File: src/rtl/bram_rd_arbiter.sv
// Read-port arbiter sharing one BRAM read request/response pair among n_clients.
// Define BRAM_RD_ARB_RR_EN for round-robin grant; otherwise lowest index wins.
module bram_rd_arbiter #(
    parameter int n_clients       = 4,
    parameter int addr_width      = 10,
    parameter int data_width      = 32,
    parameter int max_outstanding = 2
) (
    input  logic                            CLK,
    input  logic                            RST,
    input  logic [n_clients-1:0]            CL_REQ_EN,
    input  logic [n_clients*addr_width-1:0] CL_REQ_ADDR,
    output logic [n_clients-1:0]            CL_REQ_RDY,
    output logic [data_width-1:0]           CL_RSP,
    output logic [n_clients-1:0]            CL_RSP_RDY,
    input  logic [n_clients-1:0]            CL_RSP_EN,
    output logic [addr_width-1:0]           RD_ADDR,
    output logic                            RD_EN,
    input  logic                            RD_RDY,
    input  logic [data_width-1:0]           RES,
    input  logic                            RES_RDY,
    output logic                            RES_EN
);
    localparam int tag_w = (n_clients > 1) ? $clog2(n_clients) : 1;
    localparam int ptr_w = (max_outstanding > 1) ? $clog2(max_outstanding) : 1;
    localparam int cnt_w = $clog2(max_outstanding + 1);

    logic [tag_w-1:0] tag_q [max_outstanding];
    logic [tag_w-1:0] tag_d [max_outstanding];
    logic [ptr_w-1:0] wr_q, wr_d, rd_q, rd_d;
    logic [cnt_w-1:0] cnt_q, cnt_d;
    logic [tag_w-1:0] rr_q, rr_d;

    logic             eligible, win_found, accept, push, pop;
    logic [tag_w-1:0] win_idx;

    // Acceptance depends only on registered occupancy, never on this cycle's pop.
    assign eligible = !RST && RD_RDY && (cnt_q < cnt_w'(max_outstanding));

`ifdef BRAM_RD_ARB_RR_EN
    logic [tag_w:0] scan;

    always_comb begin
        win_found = 1'b0;
        win_idx   = '0;
        scan      = '0;
        for (int k = 0; k < n_clients; k++) begin
            scan = {1'b0, rr_q} + (tag_w+1)'(k);
            if (scan >= (tag_w+1)'(n_clients)) scan = scan - (tag_w+1)'(n_clients);
            if (!win_found && CL_REQ_EN[scan[tag_w-1:0]]) begin
                win_found = 1'b1;
                win_idx   = scan[tag_w-1:0];
            end
        end
    end
`else
    always_comb begin
        win_found = 1'b0;
        win_idx   = '0;
        for (int i = n_clients - 1; i >= 0; i--) begin
            if (CL_REQ_EN[i]) begin
                win_found = 1'b1;
                win_idx   = tag_w'(i);
            end
        end
    end
`endif

    assign accept = eligible && win_found;
    assign push   = accept;

    always_comb begin
        CL_REQ_RDY = '0;
        RD_ADDR    = '0;
        if (accept) CL_REQ_RDY[win_idx] = 1'b1;
        for (int i = 0; i < n_clients; i++) begin
            if (win_idx == tag_w'(i)) RD_ADDR = CL_REQ_ADDR[i*addr_width +: addr_width];
        end
    end

    assign RD_EN = accept;

    // Results come back strictly in order, so the FIFO head names the owner.
    always_comb begin
        CL_RSP_RDY = '0;
        if (!RST && RES_RDY && (cnt_q != '0)) CL_RSP_RDY[tag_q[rd_q]] = 1'b1;
    end

    assign CL_RSP = RES;
    assign pop    = |(CL_RSP_EN & CL_RSP_RDY);
    assign RES_EN = pop;

    always_comb begin
        tag_d = tag_q;
        wr_d  = wr_q;
        rd_d  = rd_q;
        cnt_d = cnt_q;
        rr_d  = rr_q;
        if (push) begin
            tag_d[wr_q] = win_idx;
            wr_d        = (wr_q == ptr_w'(max_outstanding - 1)) ? '0 : wr_q + 1'b1;
            rr_d        = (win_idx == tag_w'(n_clients - 1)) ? '0 : win_idx + 1'b1;
        end
        if (pop) rd_d = (rd_q == ptr_w'(max_outstanding - 1)) ? '0 : rd_q + 1'b1;
        if (push && !pop) cnt_d = cnt_q + 1'b1;
        else if (!push && pop) cnt_d = cnt_q - 1'b1;
    end

    always_ff @(posedge CLK) begin
        if (RST) begin
            for (int i = 0; i < max_outstanding; i++) tag_q[i] <= '0;
            wr_q  <= '0;
            rd_q  <= '0;
            cnt_q <= '0;
            rr_q  <= '0;
        end else begin
            tag_q <= tag_d;
            wr_q  <= wr_d;
            rd_q  <= rd_d;
            cnt_q <= cnt_d;
            rr_q  <= rr_d;
        end
    end

`ifndef SYNTHESIS
    a_res_rdy_nonempty: assert property (@(posedge CLK) disable iff (RST)
        RES_RDY |-> (cnt_q != '0));
    a_pop_nonempty: assert property (@(posedge CLK) disable iff (RST)
        RES_EN |-> (cnt_q != '0));
    // A dequeue from a client that is not at the head is dropped, but still flagged.
    a_rsp_en_without_rdy: assert property (@(posedge CLK) disable iff (RST)
        ((CL_RSP_EN & ~CL_RSP_RDY) == '0));
`endif
endmodule

File: config.mk
export PLATFORM = sky130hd
export DESIGN_NAME = bram_rd_arbiter
export DESIGN_NICKNAME = d
export VERILOG_FILES = /design/src/rtl/bram_rd_arbiter.sv
export SDC_FILE = /design/constraint.sdc
export NUM_CORES = 1
export LEC_CHECK = 0
export CORE_ASPECT_RATIO = 1.5
export CORE_UTILIZATION = 28
export CTS_BUF_LIST = sky130_fd_sc_hd__clkbuf_8
export DETAILED_ROUTE_END_ITERATION = 12
export PLACE_DENSITY = 0.83
export SKIP_LAST_GASP = 1
export SYNTH_ARGS = -nofsm -noshare
export SYNTH_HDL_FRONTEND = slang
export SYNTH_SLANG_ARGS = --single-unit
File: constraint.sdc
create_clock -name CLK -period 2.3 [get_ports CLK]
set_input_delay 0.345 -clock CLK [delete_from_list [all_inputs] [get_ports CLK]]
set_output_delay 0.345 -clock CLK [all_outputs]
set_load 0.01 [all_outputs]
==> impl_metrics.py, run 1 <==
metrics = {
    "status": {
        "status": "completed",
    },
    "global_route": {
        "gr-total-overflow": 0,
        "grt_pass1_vias": 1257,
        "track_usage_pct": 17.4,
        "antenna_found_initial": 0,
        "grt_first_pass_wirelength_mm": 5.58,
        "grt_max_degree": 18,
    },
    "setup_path": {
        "critPathKind": "in2out",
        "worstSetupEndpoint": "RD_ADDR[0]",
        "crit-reg2reg-launch": "rd_q",
        "critPathMaxFanout": 11,
        "cp-end-kind": "output pin",
        "r2r_cells": 6,
        "worst-r2r-setup-slack_ns": 0.22,
        "crit_start": "CL_REQ_EN[3]",
        "r2r_end": "cnt_q[1]",
        "cp.arrival_ns": 1.92,
        "required_ns": 1.96,
        "cp-start-kind": "primary input",
    },
    "hold_path": {
        "hold_path.class": "reg2reg",
    },
    "clock_network": {
        "root_buffer": "clkbuf_8",
        "clock_latency_ns": 0.23,
        "cts_hold_buf": 0,
        "cts_tree": "yes",
        "clk_pin_slew_ns": 0.04,
        "cts_buffers": 3,
        "cts_sinks": 8,
        "htreeDepth": 1,
        "clock_path_buffers": 2,
    },
    "yosys": {
        "syn_nets": 245,
        "synth_area_leader_cell": "buf_4",
        "syn_avg_cell_area_sq_um": 7.16,
        "synthDominantCellAreaShare_pct": 21.0,
        "ys_seq_elements": 8,
        "yosysUniqueCellTypes": 39,
        "yosys_warnings": 0,
        "synth.most_common_cell": "buf_4",
        "synth_edf_count": 0,
        "ys.flop_type": "dfxtp_1",
        "netlist_top_cells_area": "buf_4, dfxtp_1, a211o_1, a211oi_1, nor2_1",
        "synthesis.area_sq_um": 1150,
        "yosys-top-cells-count": "buf_4, nor2_1, nand2_1",
        "syn-instance-count": 160,
        "ys_seq_area_share_pct": 14.0,
        "async_flop_share_pct": 0,
    },
    "place": {
        "dp_cells": 256,
        "dp_hpwl_mm": 3.40,
        "postPlaceCellArea_sq_um": 1810,
        "place.gp.congestion": 0.809,
        "port-buffer-count": 71,
    },
    "detailed_routing": {
        "drcViolationCount": 0,
        "wl_per_cell_um": 15.4,
        "drt_pre_antenna_iters": 4,
        "wl_mm": 3.99,
        "antenna_left": 0,
        "routed_via_density": 5.07,
        "via_count": 1313,
        "drtIter0Drc": 23,
    },
    "die": {
        "dieWidth_um": 54.2,
        "start_util_pct": 29.2,
        "die_h_um": 80.4,
        "std_cell_rows": 28,
        "die_area_sq_um": 4360,
        "core-area_sq_um": 3920,
        "ios": 136,
    },
    "power": {
        "pwr-share-clk_pct": 26.7,
        "internal_power_w": 0.000453,
        "p_sw_share_pct": 29.4,
        "p_leak_nw": 0.852,
        "comb_power_share_pct": 47.2,
        "p_per_area_nw_per_um2": 348,
        "p_seq_share_pct": 26.1,
        "net-switching-power_w": 0.000189,
        "finalPower_w": 0.000641,
        "peakVddDrop_uv": 406,
    },
    "sta": {
        "clock.fmax_ghz": 0.441,
        "period_minus_slack_ns": 2.27,
        "setup_violations": 0,
        "drv_slew": 0,
        "fin_worst_skew_ns": 0.00234,
        "worstMarginPinSlew_ns": 0.334,
        "rsz0062_at_grt": "true",
        "hold_ws_ns": 0.543,
        "fin_crit_sh_pct": 98.5,
        "final_hold_viol_count": 0,
        "slew_headroom_pct": 77.6,
    },
    "flow_run": {
        "drv_cap": 0,
    },
    "final_layout": {
        "area_growth_pct": 60.9,
        "fin_cells": 259,
        "drive_gt1_share_pct": 16.8,
        "utilization_pct": 47.0,
        "finalInstanceArea_sq_um": 1840,
        "num-fill-cells": 389,
        "antenna_cells": 0,
        "final_nets": 301,
    },
}
power by group through the flow:
stage                     clock network (W)  registers [W]  logic [W]
after detailed placement                  0       0.000168   0.000316
after CTS                          0.000175       0.000167   0.000304
final                              0.000171       0.000167   0.000303
after floorplan                           0       0.000163   0.000188
after global routing               0.000178       0.000168   0.000326
after global placement                    0       0.000167   0.000311
worst min-delay path by stage:
| stage | startpoint | to | cells past startpoint |
|---|---|---|---|
| finish | tag_q[2] | tag_q[2] | 2 |
| global route | cnt_q[1] | cnt_q[1] | 2 |
| CTS | tag_q[2] | tag_q[2] | 2 |
| detailed placement | tag_q[2] | tag_q[2] | 2 |
| global placement | tag_q[0] | tag_q[0] | 2 |
| floorplan | tag_q[2] | tag_q[2] | 2 |
timing repair:
item	4_1_cts	5_1_grt
setup buffers	0	0
endpoints found under the setup margin	20	6
gates resized for setup	25	7
cells by family (layout without fill, tap and decap cells):
kind of cell,Yosys count,in the layout,synth area share (%)
buffers and inverters,51,105,28.2
AND/OR/NAND/NOR,49,49,20.5
AO/OA/AOI/OAI,40,40,25.3
multiplexers,8,8,8.62
flip-flops,8,8,14.0
XOR/XNOR,3,3,2.29
adder cells (fa/ha/maj),1,1,1.09
registers in the layout, indices dropped and copies added (netlist names):
signal and flops:
wr_q 1, cnt_q 2, rd_q 1, tag_q 4
stage by stage:
step                worst slack [ns]  TNS (ns)
detailed placement            -0.343     -4.22
global route                 -0.0101   -0.0101
global placement              -0.270     -3.17
floorplan                      0.149         0
finish                        0.0341         0
CTS                           0.0249         0
routing by layer:
metal / part of all wire (%) / routed length [um] / up-vias / track usage [%]
met5: 0 / 0 / - / 0
li1: - / - / 638 / -
met4: 1.6 / 65 / 0 / 5.64
met1: 30 / 1200 / 588 / 13.9
met2: 52 / 2060 / 76 / 32.3
met3: 17 / 666 / 11 / 11.2
layout by cell type (no fill, tap or decap), types with 2 or more instances in the layout:
cell,n
mux2i_1,5
a21oi_1,10
a211o_1,8
dlygate4sd2_1,15
clkdlybuf4s50_1,50
nor2_1,15
nand2_1,12
buf_4,19
a211oi_1,9
nor3_1,6
o221ai_1,2
clkbuf_8,3
or2_2,2
nor2b_1,3
dfxtp_1,7
xor2_1,2
nor3b_1,2
buf_12,2
a22oi_1,4
inv_1,10
clkdlybuf4s15_1,4
worst max-delay path: stages:
cell and delay [ns]:
clkdlybuf4s50_1 0.53, nor2b_4 0.19, buf_12 0.13, a211oi_1 0.05, a211o_1 0.27, a21oi_1 0.11
dlygate4sd2_1 0.27
layout make-up:
class,count,area [sq um],area share (%)
Clock buffer,3,41.3,2.24
Timing Repair Buffer,92,872,47.3
Sequential cell,8,161,8.75
Multi-Input combinational cell,101,676,36.6
Inverter,10,37.5,2.04
Tap cell,45,56.3,3.05
(Power assumes the default switching activity.)
==> run 2, diff against run 1 <==
--- a/config.mk
+++ b/config.mk
@@ -9,7 +9,7 @@
 export CORE_UTILIZATION = 28
 export CTS_BUF_LIST = sky130_fd_sc_hd__clkbuf_8
 export DETAILED_ROUTE_END_ITERATION = 12
-export PLACE_DENSITY = 0.83
+export PLACE_DENSITY = 0.84
 export SKIP_LAST_GASP = 1
 export SYNTH_ARGS = -nofsm -noshare
 export SYNTH_HDL_FRONTEND = slang
==> run 2 against run 1 <==
  * First-iteration DRC count decreased by 39%
  * Sequential power barely moved
  * Critical path depth is the same
  * Sequential share of layout area hardly changed
  * Final cell count rose by 1.5%
  * Power decreased by 0.31%
  * Worst setup slack improved by 0.019 ns
  * Critical endpoint unchanged
  * Largest power group unchanged
==> impl_metrics.py, run 2 (synthesis gave the netlist of run 1 again) <==
metrics = {
    "status": {
        "status": "completed",
    },
    "detailed_routing": {
        "wl_mm": 4.20,
        "wl_per_cell_um": 16.0,
        "antenna_left": 0,
        "routed_via_density": 5.16,
        "via_count": 1356,
        "drt_pre_antenna_iters": 4,
        "drtIter0Drc": 14,
        "drcViolationCount": 0,
    },
    "die": {
        "dieWidth_um": 54.2,
        "start_util_pct": 29.2,
        "ios": 136,
        "std_cell_rows": 28,
        "die_area_sq_um": 4360,
        "core-area_sq_um": 3920,
        "die_h_um": 80.4,
    },
    "final_layout": {
        "final_nets": 305,
        "drive_gt1_share_pct": 20.2,
        "num-fill-cells": 379,
        "finalInstanceArea_sq_um": 1880,
        "area_growth_pct": 63.6,
        "top_register": "tag_q",
        "top_regs": "tag_q (4), cnt_q (2)",
        "mostFrequentLayoutCell": "clkdlybuf4s50_1",
        "largest_reg_flops": 4,
        "antenna_cells": 0,
        "layout_common_cells": "clkdlybuf4s50_1, buf_4, nor2_1, dlygate4sd2_1, nand2_1",
    },
    "setup_path": {
        "cp.arrival_ns": 1.90,
        "r2r_cells": 6,
        "crit-reg2reg-launch": "rd_q",
        "r2r_end": "cnt_q[1]",
        "cp-start-kind": "primary input",
        "required_ns": 1.96,
        "cp-end-kind": "output pin",
        "critPathKind": "in2out",
        "worst-r2r-setup-slack_ns": 0.20,
        "critPathMaxFanout": 6,
    },
    "hold_path": {
        "hold_path.class": "reg2reg",
        "hp-start": "tag_q[0]",
        "hold_end": "tag_q[0]",
        "hold_depth": 2,
    },
    "power": {
        "peakVddDrop_uv": 335,
        "p_leak_nw": 0.910,
        "p_per_area_nw_per_um2": 341,
    },
    "clock_network": {
        "clock_path_buffers": 2,
        "cts_hold_buf": 0,
        "clock_latency_ns": 0.23,
        "clk_pin_slew_ns": 0.04,
        "cts_buffers": 3,
        "cts_sinks": 8,
        "cts_tree": "yes",
        "root_buffer": "clkbuf_8",
        "htreeDepth": 1,
    },
    "sta": {
        "worstMarginPinSlew_ns": 0.315,
        "rsz0062_at_grt": "true",
        "final_hold_viol_count": 0,
        "setup_violations": 0,
        "fin_crit_sh_pct": 97.7,
        "slew_headroom_pct": 78.9,
        "fin_worst_skew_ns": 0.00173,
        "period_minus_slack_ns": 2.25,
        "drv_slew": 0,
        "fin_ws_ns": 0.0535,
        "clock.fmax_ghz": 0.445,
    },
    "global_route": {
        "track_usage_pct": 18.5,
        "grt_max_degree": 24,
        "grt_first_pass_wirelength_mm": 5.79,
        "gr-total-overflow": 0,
        "grt_pass1_vias": 1201,
        "antenna_found_initial": 0,
    },
    "place": {
        "port-buffer-count": 71,
        "dp_hpwl_mm": 3.48,
        "place.gp.congestion": 0.846,
        "postPlaceCellArea_sq_um": 1820,
        "place_ws_ns": -0.271,
    },
    "flow_run": {
        "drv_cap": 0,
    },
}
run 2: changes by cell type in the layout (fill, tap and decap cells not counted):
cell / delta
dfxtp_4: +1
clkdlybuf4s15_1: -4
nor2_2: -1
dlygate4sd2_1: -2
nor2_4: +1
clkbuf_2: +4
buf_4: +3
clkdlybuf4s15_2: +1
dlymetal6s2s_1: +3
clkdlybuf4s50_1: -1
dfxtp_2: -1
run 2: what timing repair did:
item                       CTS  global route
gates resized for setup     23            16
pin swaps                    0             0
setup buffers                0             2
setup endpoints to repair   18            11
gates cloned                 0             1
run 2: worst max-delay path by stage:
stage | from | to | slack (ns) | cells past startpoint
floorplan | RST | cnt_q[1] | 0.15 | 6
global placement | CL_REQ_EN[2] | RD_ADDR[5] | -0.24 | 7
detailed placement | CL_REQ_EN[2] | RD_ADDR[5] | -0.27 | 7
CTS | CL_REQ_EN[2] | RD_ADDR[5] | 0.009 | 7
global route | CL_REQ_EN[3] | RD_ADDR[0] | -0.06 | 7
finish | CL_REQ_EN[3] | RD_ADDR[0] | 0.05 | 7
run 2: final cells by class:
type / instances / area, sq um / area share, %
clock buffer: 3 / 41.3 / 2.20
inverter: 10 / 37.5 / 2.00
multi-input combinational: 101 / 681 / 36.3
sequential: 8 / 164 / 8.74
tap: 45 / 56.3 / 3.00
timing repair buffer: 96 / 896 / 47.8
run 2: critical path, cell delays in order:
cell             delay (ns)
clkdlybuf4s50_1        0.49
nor2b_4                0.16
buf_4                  0.16
a211oi_1               0.06
a211o_1                0.27
a21oi_1                0.13
dlygate4sd2_1          0.28
run 2: power by group:
| group | switching (W) | total, W | internal (W) |
|---|---|---|---|
| clock network | 0.0000552 | 0.000169 | 0.000113 |
| logic | 0.000118 | 0.000304 | 0.000186 |
| registers | 0.0000155 | 0.000167 | 0.000151 |
run 2: stage by stage:
stage	total power [W]	cells	hold WS (ns)	util [%]	setup TNS, ns
6_report	0.000639	263	0.530	47.8	0
5_1_grt	0.000680	263	0.567	47.8	-0.0825
4_1_cts	0.000641	260	0.544	47.2	0
3_5_place_dp	0.000482	257	0.526	46.3	-2.77
3_3_place_gp	0.000477	257	0.507	46.3	-2.68
2_1_floorplan	0.000351	160	0.482	-	0
run 2: metal layers:
layer | up-vias | track usage [%] | share of wire (%)
met2 | 75 | 32.0 | 50
met5 | - | 0 | 0
met3 | 14 | 14.2 | 19
met4 | 0 | 6.92 | 2.3
li1 | 641 | - | -
met1 | 626 | 15.2 | 28
==> run 3, diff against run 2 <==
--- a/config.mk
+++ b/config.mk
@@ -6,10 +6,10 @@
 export NUM_CORES = 1
 export LEC_CHECK = 0
 export CORE_ASPECT_RATIO = 1.5
-export CORE_UTILIZATION = 28
-export CTS_BUF_LIST = sky130_fd_sc_hd__clkbuf_8
+export CORE_UTILIZATION = 27
+export CTS_CLUSTER_DIAMETER = 120
 export DETAILED_ROUTE_END_ITERATION = 12
-export PLACE_DENSITY = 0.84
+export PLACE_DENSITY = 0.82
 export SKIP_LAST_GASP = 1
 export SYNTH_ARGS = -nofsm -noshare
 export SYNTH_HDL_FRONTEND = slang
==> run 3 against run 2 <==
  * Non-clock buffer count increased by 1
  * Clock power rose by 4%
  * Register-to-register slack better by 0.03 ns
  * Sequential cell count did not move
  * Critical path depth up 1
  * Hold slack better by 0.0012 ns
  * Maximum frequency is 0.59% higher
  * Global-route usage rose by 0.33 points
  * Clock-buffer cell count unchanged
  * Power grew 0.56%
  * Die area increased by 3.6%
  * Sequential power barely moved
==> impl_metrics.py, run 3 (synthesis gave the netlist of run 1 again) <==
metrics = {
    "detailed_routing": {
        "wl_met3_um": 769,
        "maxUsedRoutingLayer": "met4",
        "drt_pre_antenna_iters": 4,
        "antenna_left": 0,
        "routed_via_density": 4.97,
        "via_count": 1313,
        "wl_per_cell_um": 15.8,
        "drtIter0Drc": 8,
        "dr_wl_met2_mm": 2.11,
        "drcViolationCount": 0,
        "wl_met1_mm": 1.12,
        "wl_mm": 4.17,
    },
    "place": {
        "dp_cells": 256,
        "place.gp.congestion": 0.829,
        "dp_hpwl_mm": 3.55,
        "place_ws_ns": -0.309,
        "port-buffer-count": 71,
    },
    "setup_path": {
        "cp-end-kind": "output pin",
        "critPathMaxFanout": 8,
        "critPathKind": "in2out",
        "cp-start-kind": "primary input",
        "r2r_cells": 6,
        "required_ns": 1.96,
        "cp.arrival_ns": 1.89,
    },
    "sta": {
        "setup_violations": 0,
        "period_minus_slack_ns": 2.23,
        "worstMarginPinSlew_ns": 0.312,
        "fin_ws_ns": 0.0668,
        "slew_headroom_pct": 79.1,
        "final_hold_viol_count": 0,
        "setup_tns_ns": 0,
        "hold_ws_ns": 0.532,
        "rsz0062_at_grt": "true",
        "drv_slew": 0,
        "fin_worst_skew_ns": 0.000845,
        "clock.fmax_ghz": 0.448,
        "fin_crit_sh_pct": 97.1,
    },
    "final_layout": {
        "num-fill-cells": 413,
        "layout_common_cells": "clkdlybuf4s50_1, buf_4, nor2_1, nand2_1",
        "antenna_cells": 0,
        "largest_reg_flops": 4,
        "mostFrequentLayoutCell": "clkdlybuf4s50_1",
        "top_register": "tag_q",
        "top_regs": "tag_q (4), cnt_q (2)",
        "drive_gt1_share_pct": 21.5,
        "area_growth_pct": 60.9,
        "final_nets": 306,
        "fin_cells": 264,
    },
    "die": {
        "core-area_sq_um": 3990,
        "dieWidth_um": 55.2,
        "ios": 136,
        "start_util_pct": 28.7,
        "std_cell_rows": 28,
        "die_area_sq_um": 4510,
        "die_h_um": 81.8,
    },
    "global_route": {
        "track_usage_pct": 18.9,
        "gr-total-overflow": 0,
        "grt_max_degree": 22,
        "grt_pass1_vias": 1299,
        "antenna_found_initial": 0,
        "grt_first_pass_wirelength_mm": 5.89,
    },
    "clock_network": {
        "cts_buffers": 3,
        "clk_pin_slew_ns": 0.04,
        "cts_hold_buf": 0,
        "cts_sinks": 8,
        "htreeDepth": 1,
        "clock_latency_ns": 0.24,
        "root_buffer": "clkbuf_8",
        "clock_path_buffers": 2,
        "cts_tree": "yes",
    },
    "power": {
        "internal_power_w": 0.000450,
        "p_per_area_nw_per_um2": 349,
        "comb_power_share_pct": 46.7,
        "peakVddDrop_uv": 277,
        "pwr-share-clk_pct": 27.3,
        "p_seq_share_pct": 26.0,
        "net-switching-power_w": 0.000193,
        "p_sw_share_pct": 30.0,
        "p_leak_nw": 0.889,
    },
    "hold_path": {
        "hold_path.class": "reg2reg",
        "hold_depth": 2,
    },
    "flow_run": {
        "drv_cap": 0,
    },
    "status": {
        "status": "completed",
    },
}
==> run 3: cell count changes in the layout (fill, tap and decap cells not counted), sizes merged <==
cell           change
dlymetal6s2s       -1
clkbuf             +3
dlygate4sd2        -4
buf                +2
clkdlybuf4s15      -1
clkdlybuf4s50      +2
==> run 3: path summary, 6_finish.rpt <==
check                           slack (ns)          to          from
worst max-delay path                  0.07  RD_ADDR[2]  CL_REQ_EN[3]
worst min-delay path                  0.53    tag_q[2]      tag_q[2]
worst max register to register        0.23    cnt_q[1]          rd_q
worst min register to register        0.53    tag_q[2]      tag_q[2]
==> run 3: routing by layer <==
metal | track usage, % | vias to the layer above
met3 | 13.3 | 19
met4 | 11.8 | 0
met5 | 0 | -
met1 | 13.6 | 583
li1 | - | 647
met2 | 33.3 | 64
==> run 3: power groups by stage <==
| stage | registers, W | logic (W) | clock network [W] |
|---|---|---|---|
| floorplan | 0.000163 | 0.000188 | 0 |
| global placement | 0.000168 | 0.000307 | 0 |
| detailed placement | 0.000169 | 0.000311 | 0 |
| CTS | 0.000167 | 0.000304 | 0.000172 |
| global route | 0.000169 | 0.000326 | 0.000185 |
| finish | 0.000167 | 0.000300 | 0.000175 |
==> run 3: per-stage QoR <==
step | instance area (sq um) | power (W) | utilization, %
finish | 1840 | 0.000643 | 46.2
global placement | 1800 | 0.000475 | 45.0
detailed placement | 1800 | 0.000480 | 45.0
CTS | 1840 | 0.000643 | 46.2
global route | 1840 | 0.000679 | 46.2
floorplan | 1150 | 0.000351 | -
==> run 3: area by class of cell <==
cell class / count / area (sq um) / area share [%]
flip-flops and latches: 8 / 161 / 8.75
inverters: 10 / 37.5 / 2.04
multi-input cells: 101 / 673 / 36.5
repair buffers: 97 / 875 / 47.4
well taps: 45 / 56.3 / 3.05
clock buffers: 3 / 41.3 / 2.24
==> run 3: what timing repair did <==
action                     CTS  global route
buffers inserted             2             3
resized for setup           21            19
setup endpoints to repair   18            11
hold endpoints to repair     0             0
==> run 3: worst max-delay path: stages <==
cell and delay, ns:
clkdlybuf4s50_1 0.50, nor2b_1 0.14, buf_4 0.17, buf_4 0.13, a211oi_1 0.04, a211o_1 0.27
a21oi_1 0.14, clkbuf_2 0.15
==> RTL edit 1: new RTL, config.mk and constraints of run 1 <==
Set the parameter `addr_width` to 11 (it was 10).
--- a/src/rtl/bram_rd_arbiter.sv
+++ b/src/rtl/bram_rd_arbiter.sv
@@ -2,7 +2,7 @@
 // Define BRAM_RD_ARB_RR_EN for round-robin grant; otherwise lowest index wins.
 module bram_rd_arbiter #(
     parameter int n_clients       = 4,
-    parameter int addr_width      = 10,
+    parameter int addr_width      = 11,
     parameter int data_width      = 32,
     parameter int max_outstanding = 2
 ) (
Ports: changed (resized CL_REQ_ADDR and RD_ADDR); port bits go from 136 to 141. No check against the original RTL was run, so the function may have changed too.
==> RTL edit 1 against run 1 <==
The flow now finishes with violations (negative setup slack). Routed wire length grew 0.15%. Cell count grew 6.9%. Worst setup slack lost 0.074 ns. Critical path depth shrank 3. Non-clock buffer count grew 12. Largest cell class unchanged. Total power grew 2.4%. Register-to-register slack lost 0.08 ns. Cell area grew 6.0%. Sequential cell count is the same. Area after synthesis grew 0.76%. Critical endpoint is now RD_EN.
==> RTL edit 1: results (changes against run 1) <==
| Metric | Value |
|---|---|
| Critical path arrival | `2.00 ns (was 1.92 ns)` |
| Final WL | `3.994 mm (was 3.988 mm)` |
| Setup WS pre-CTS | `-0.3926 ns (was -0.3433 ns)` |
| 1st-iter DRT viols | `13 (was 23)` |
| Ranking of synthesized cells by area | `buf_4 (21%), dfxtp_1 (14%), nor2_1 (7.8%), a211o_1 (7.6%), a211oi_1 (7.2%) (was buf_4 (21%), dfxtp_1 (14%), a211o_1 (6.1%), a211oi_1 (5.9%), nor2_1 (5.2%))` |
| Final #Nets | `323 (was 301)` |
| Hpwl dp | `3.323 mm (was 3.397 mm)` |
| Vias in the first global route | `1,352 (was 1,257)` |
| Clock skew | `0.002943 ns (was 0.002335 ns)` |
| Pin count of the biggest net entering global routing | `11 (was 18)` |
| # setup viols final | `1 (was 0)` |
| Failing checks | `negative setup slack` |
| Layout cells sized above 1 | `0.2069 (was 0.1682)` |
| Placer Congestion | `0.7812 (was 0.8086)` |
| Register area share after synthesis | `0.1387 (was 0.1397)` |
| Synthesized Nets | `257 (was 245)` |
| Distinct cells, synth | `36 (was 39)` |
| Crit Path Max Fanout | `4 (was 11)` |
| Cell Area, Placed | `1884 um2 (was 1810 um2)` |
| Status | `complete, but fails checks (was complete, no violations)` |
| Final critical-path setup slack | `-0.04031 ns (was 0.03407 ns)` |
| Worst hold path class | `input pin to register (was register to register)` |
| Post-synth top cells | `buf_4 (32), nor2_1 (24), a21oi_1 (13) (was buf_4 (32), nor2_1 (16), nand2_1 (12))` |
| Peak supply drop | `0.2818 mV (was 0.4062 mV)` |
| Leak | `0.9160 nW (was 0.8521 nW)` |
RTL edit 1: kinds of logic after synthesis:
group	count (synthesis)	share of synthesized area
xor+xnor	3	0.02276
fa+ha+maj	1	0.01083
flops	8	0.1387
compound gates	42	0.2568
mux	8	0.07151
simple gates	52	0.2189
buf+inv	54	0.2806
RTL edit 1: path summary, 6_finish.rpt:
kind / from / end / slack [ns] / depth (start not counted)
min reg2reg: cnt_q[1]$_SDFFE_PP0P_ / cnt_q[1]$_SDFFE_PP0P_ / 0.53 / 2
max reg2reg: rd_q$_SDFFE_PP0P_ / cnt_q[1]$_SDFFE_PP0P_ / 0.14 / 6
min: RST / cnt_q[1]$_SDFFE_PP0P_ / 0.52 / 3
max: RD_RDY / RD_EN / -0.04 / 4
RTL edit 1: what timing repair did:
item,in CTS,in global routing
cloned,1,0
endpoints found under the setup margin,20,14
pin swaps,0,0
hold buffers,0,0
buffers inserted,1,0
gates resized for setup,28,11
RTL edit 1: worst register-to-register path: stages (launching register included):
cell and delay, ns:
dfxtp_1 0.33, mux2_1 0.35, or3b_4 0.38, o22a_2 0.24, ha_1 0.29, or3_1 0.37, a21oi_1 0.13
RTL edit 1: power breakdown:
part / leakage (nW) / total [W] / internal, W / switching [W]
sequential: 0.0653 / 0.000164 / 0.000151 / 0.0000123
clock: 0.0216 / 0.000169 / 0.000113 / 0.0000559
combinational: 0.829 / 0.000323 / 0.000198 / 0.000125
RTL edit 1: layout make-up:
type	count	area, um2
repair buffers	104	945.9
inverters	11	41.29
fillers	388	2004
clock buffers	3	41.29
well taps	45	56.30
flip-flops and latches	8	160.2
multi-input cells	106	709.4
RTL edit 1: through the flow:
stage	TNS, ns	cells	util
after floorplan	0	168	-
after global placement	-4.633	272	0.4760
after detailed placement	-5.087	272	0.4760
after CTS	-0.4757	277	0.4864
after global routing	-0.1436	277	0.4937
final	-0.04031	277	0.4937
RTL edit 1: routing by layer:
metal / up-vias / wire length (um) / track usage / part of all wire
li1: 670 / - / - / -
met2: 87 / 2033 / 0.3402 / 0.51
met1: 585 / 1202 / 0.1661 / 0.30
met4: 0 / 121 / 0.09231 / 0.030
met3: 15 / 637 / 0.1080 / 0.16
met5: - / 0 / 0 / 0
==> RTL edit 2: new RTL, config.mk and constraints of run 1 <==
Made on the original files. Add a define of `BRAM_RD_ARB_RR_EN`.
--- a/src/rtl/bram_rd_arbiter.sv
+++ b/src/rtl/bram_rd_arbiter.sv
@@ -1,5 +1,7 @@
 // Read-port arbiter sharing one BRAM read request/response pair among n_clients.
 // Define BRAM_RD_ARB_RR_EN for round-robin grant; otherwise lowest index wins.
+`define BRAM_RD_ARB_RR_EN
+
 module bram_rd_arbiter #(
     parameter int n_clients       = 4,
     parameter int addr_width      = 10,
Formal check against the unedited RTL: not equivalent (a bounded check fails within 4 cycles, from zero or initial values and one cycle with RST high).
==> RTL edit 2 against run 1 <==
The flow now finishes with violations (negative setup slack). Hold slack worse by 0.054 ns. Maximum frequency down 13%. Synthesized cell count up 1.9%. Area after synthesis up 6.0%. First-iteration DRC count up 74%. Routed wire length up 24%. Sequential cell count up 2. Cell area up 26%. Worst setup slack worse by 0.35 ns. Critical path type is now register to primary output. Largest cell class unchanged.
Power is not compared: it rests on default switching activity, and its combinational part moved more than twofold at a synthesized area within 25%.
==> RTL edit 2: results (changes against run 1) <==
| Metric | Value |
|---|---|
| Status | `complete, but fails checks (was complete, no violations)` |
| Failing checks | `negative setup slack` |
| Slew Limit Headroom | `0.7668 (was 0.7764)` |
| Biggest regs | `tag_q (4), cnt_q (2), rr_q (2) (was tag_q (4), cnt_q (2))` |
| Met2 Track Usage GR | `0.4024 (was 0.3232)` |
| Signal buffers | `115 (was 92)` |
| Clock-cell share | `0.02373 (was 0.02239)` |
| Final critical-path setup slack | `-0.3171 ns (was 0.03407 ns)` |
| M3 GR Usage | `0.09190 (was 0.1117)` |
| Clock skew | `0.003356 ns (was 0.002335 ns)` |
| # setup viols final | `11 (was 0)` |
| Register area share after synthesis | `0.1648 (was 0.1397)` |
| Data buffer area share | `0.4455 (was 0.4729)` |
| Met2 WL | `2.537 mm (was 2.060 mm)` |
| Vias in the first global route | `1,484 (was 1,257)` |
| WL/cell | `16.99 um (was 15.40 um)` |
| Nonclk inv count | `5 (was 10)` |
| Synth Area in XOR/XNOR | `0.01442 (was 0.02293)` |
| Setup TNS | `-2.452 ns (was 0 ns)` |
| Ranking of synthesized cells by area | `buf_4 (20%), dfxtp_1 (16%), o31ai_1 (6.8%), a221oi_1 (6.5%), nor2b_1 (6.2%) (was buf_4 (21%), dfxtp_1 (14%), a211o_1 (6.1%), a211oi_1 (5.9%), nor2_1 (5.2%))` |
| Pin count of the biggest net entering global routing | `15 (was 18)` |
| Syn Inst Count | `163 (was 160)` |
| Area grow syn2layout | `90.94% (was 60.92%)` |
| Post_cts resized | `101 (was 25)` |
| Cell Area, Placed | `1917 um2 (was 1810 um2)` |
## RTL edit 2: changes by cell type after synthesis, sizes merged, moves of 5 or more
cell / run 1 / this run
a211o: 8 / 0
a211oi: 9 / 0
a221oi: 0 / 9
and2: 1 / 6
buf: 38 / 32
inv: 10 / 5
nor2: 16 / 9
nor2b: 4 / 12
o31ai: 0 / 11
## RTL edit 2: final timing paths
path | start | end | slack, ns | cells after the start
worst max-delay path | rr_q[1]$_SDFFE_PP0N_ | RD_ADDR[8] | -0.32 | 10
worst min register to register | tag_q[1]$_SDFFE_PP0P_ | tag_q[1]$_SDFFE_PP0P_ | 0.49 | 2
worst min-delay path | tag_q[1]$_SDFFE_PP0P_ | tag_q[1]$_SDFFE_PP0P_ | 0.49 | 2
worst max register to register | rd_q$_SDFFE_PP0P_ | cnt_q[1]$_SDFFE_PP0P_ | 0.18 | 6
## RTL edit 2: where the power goes
part           total [W]  switching, W  internal [W]
combinational   0.000705      0.000307      0.000398
sequential      0.000206     0.0000133      0.000192
clock           0.000219     0.0000685      0.000150
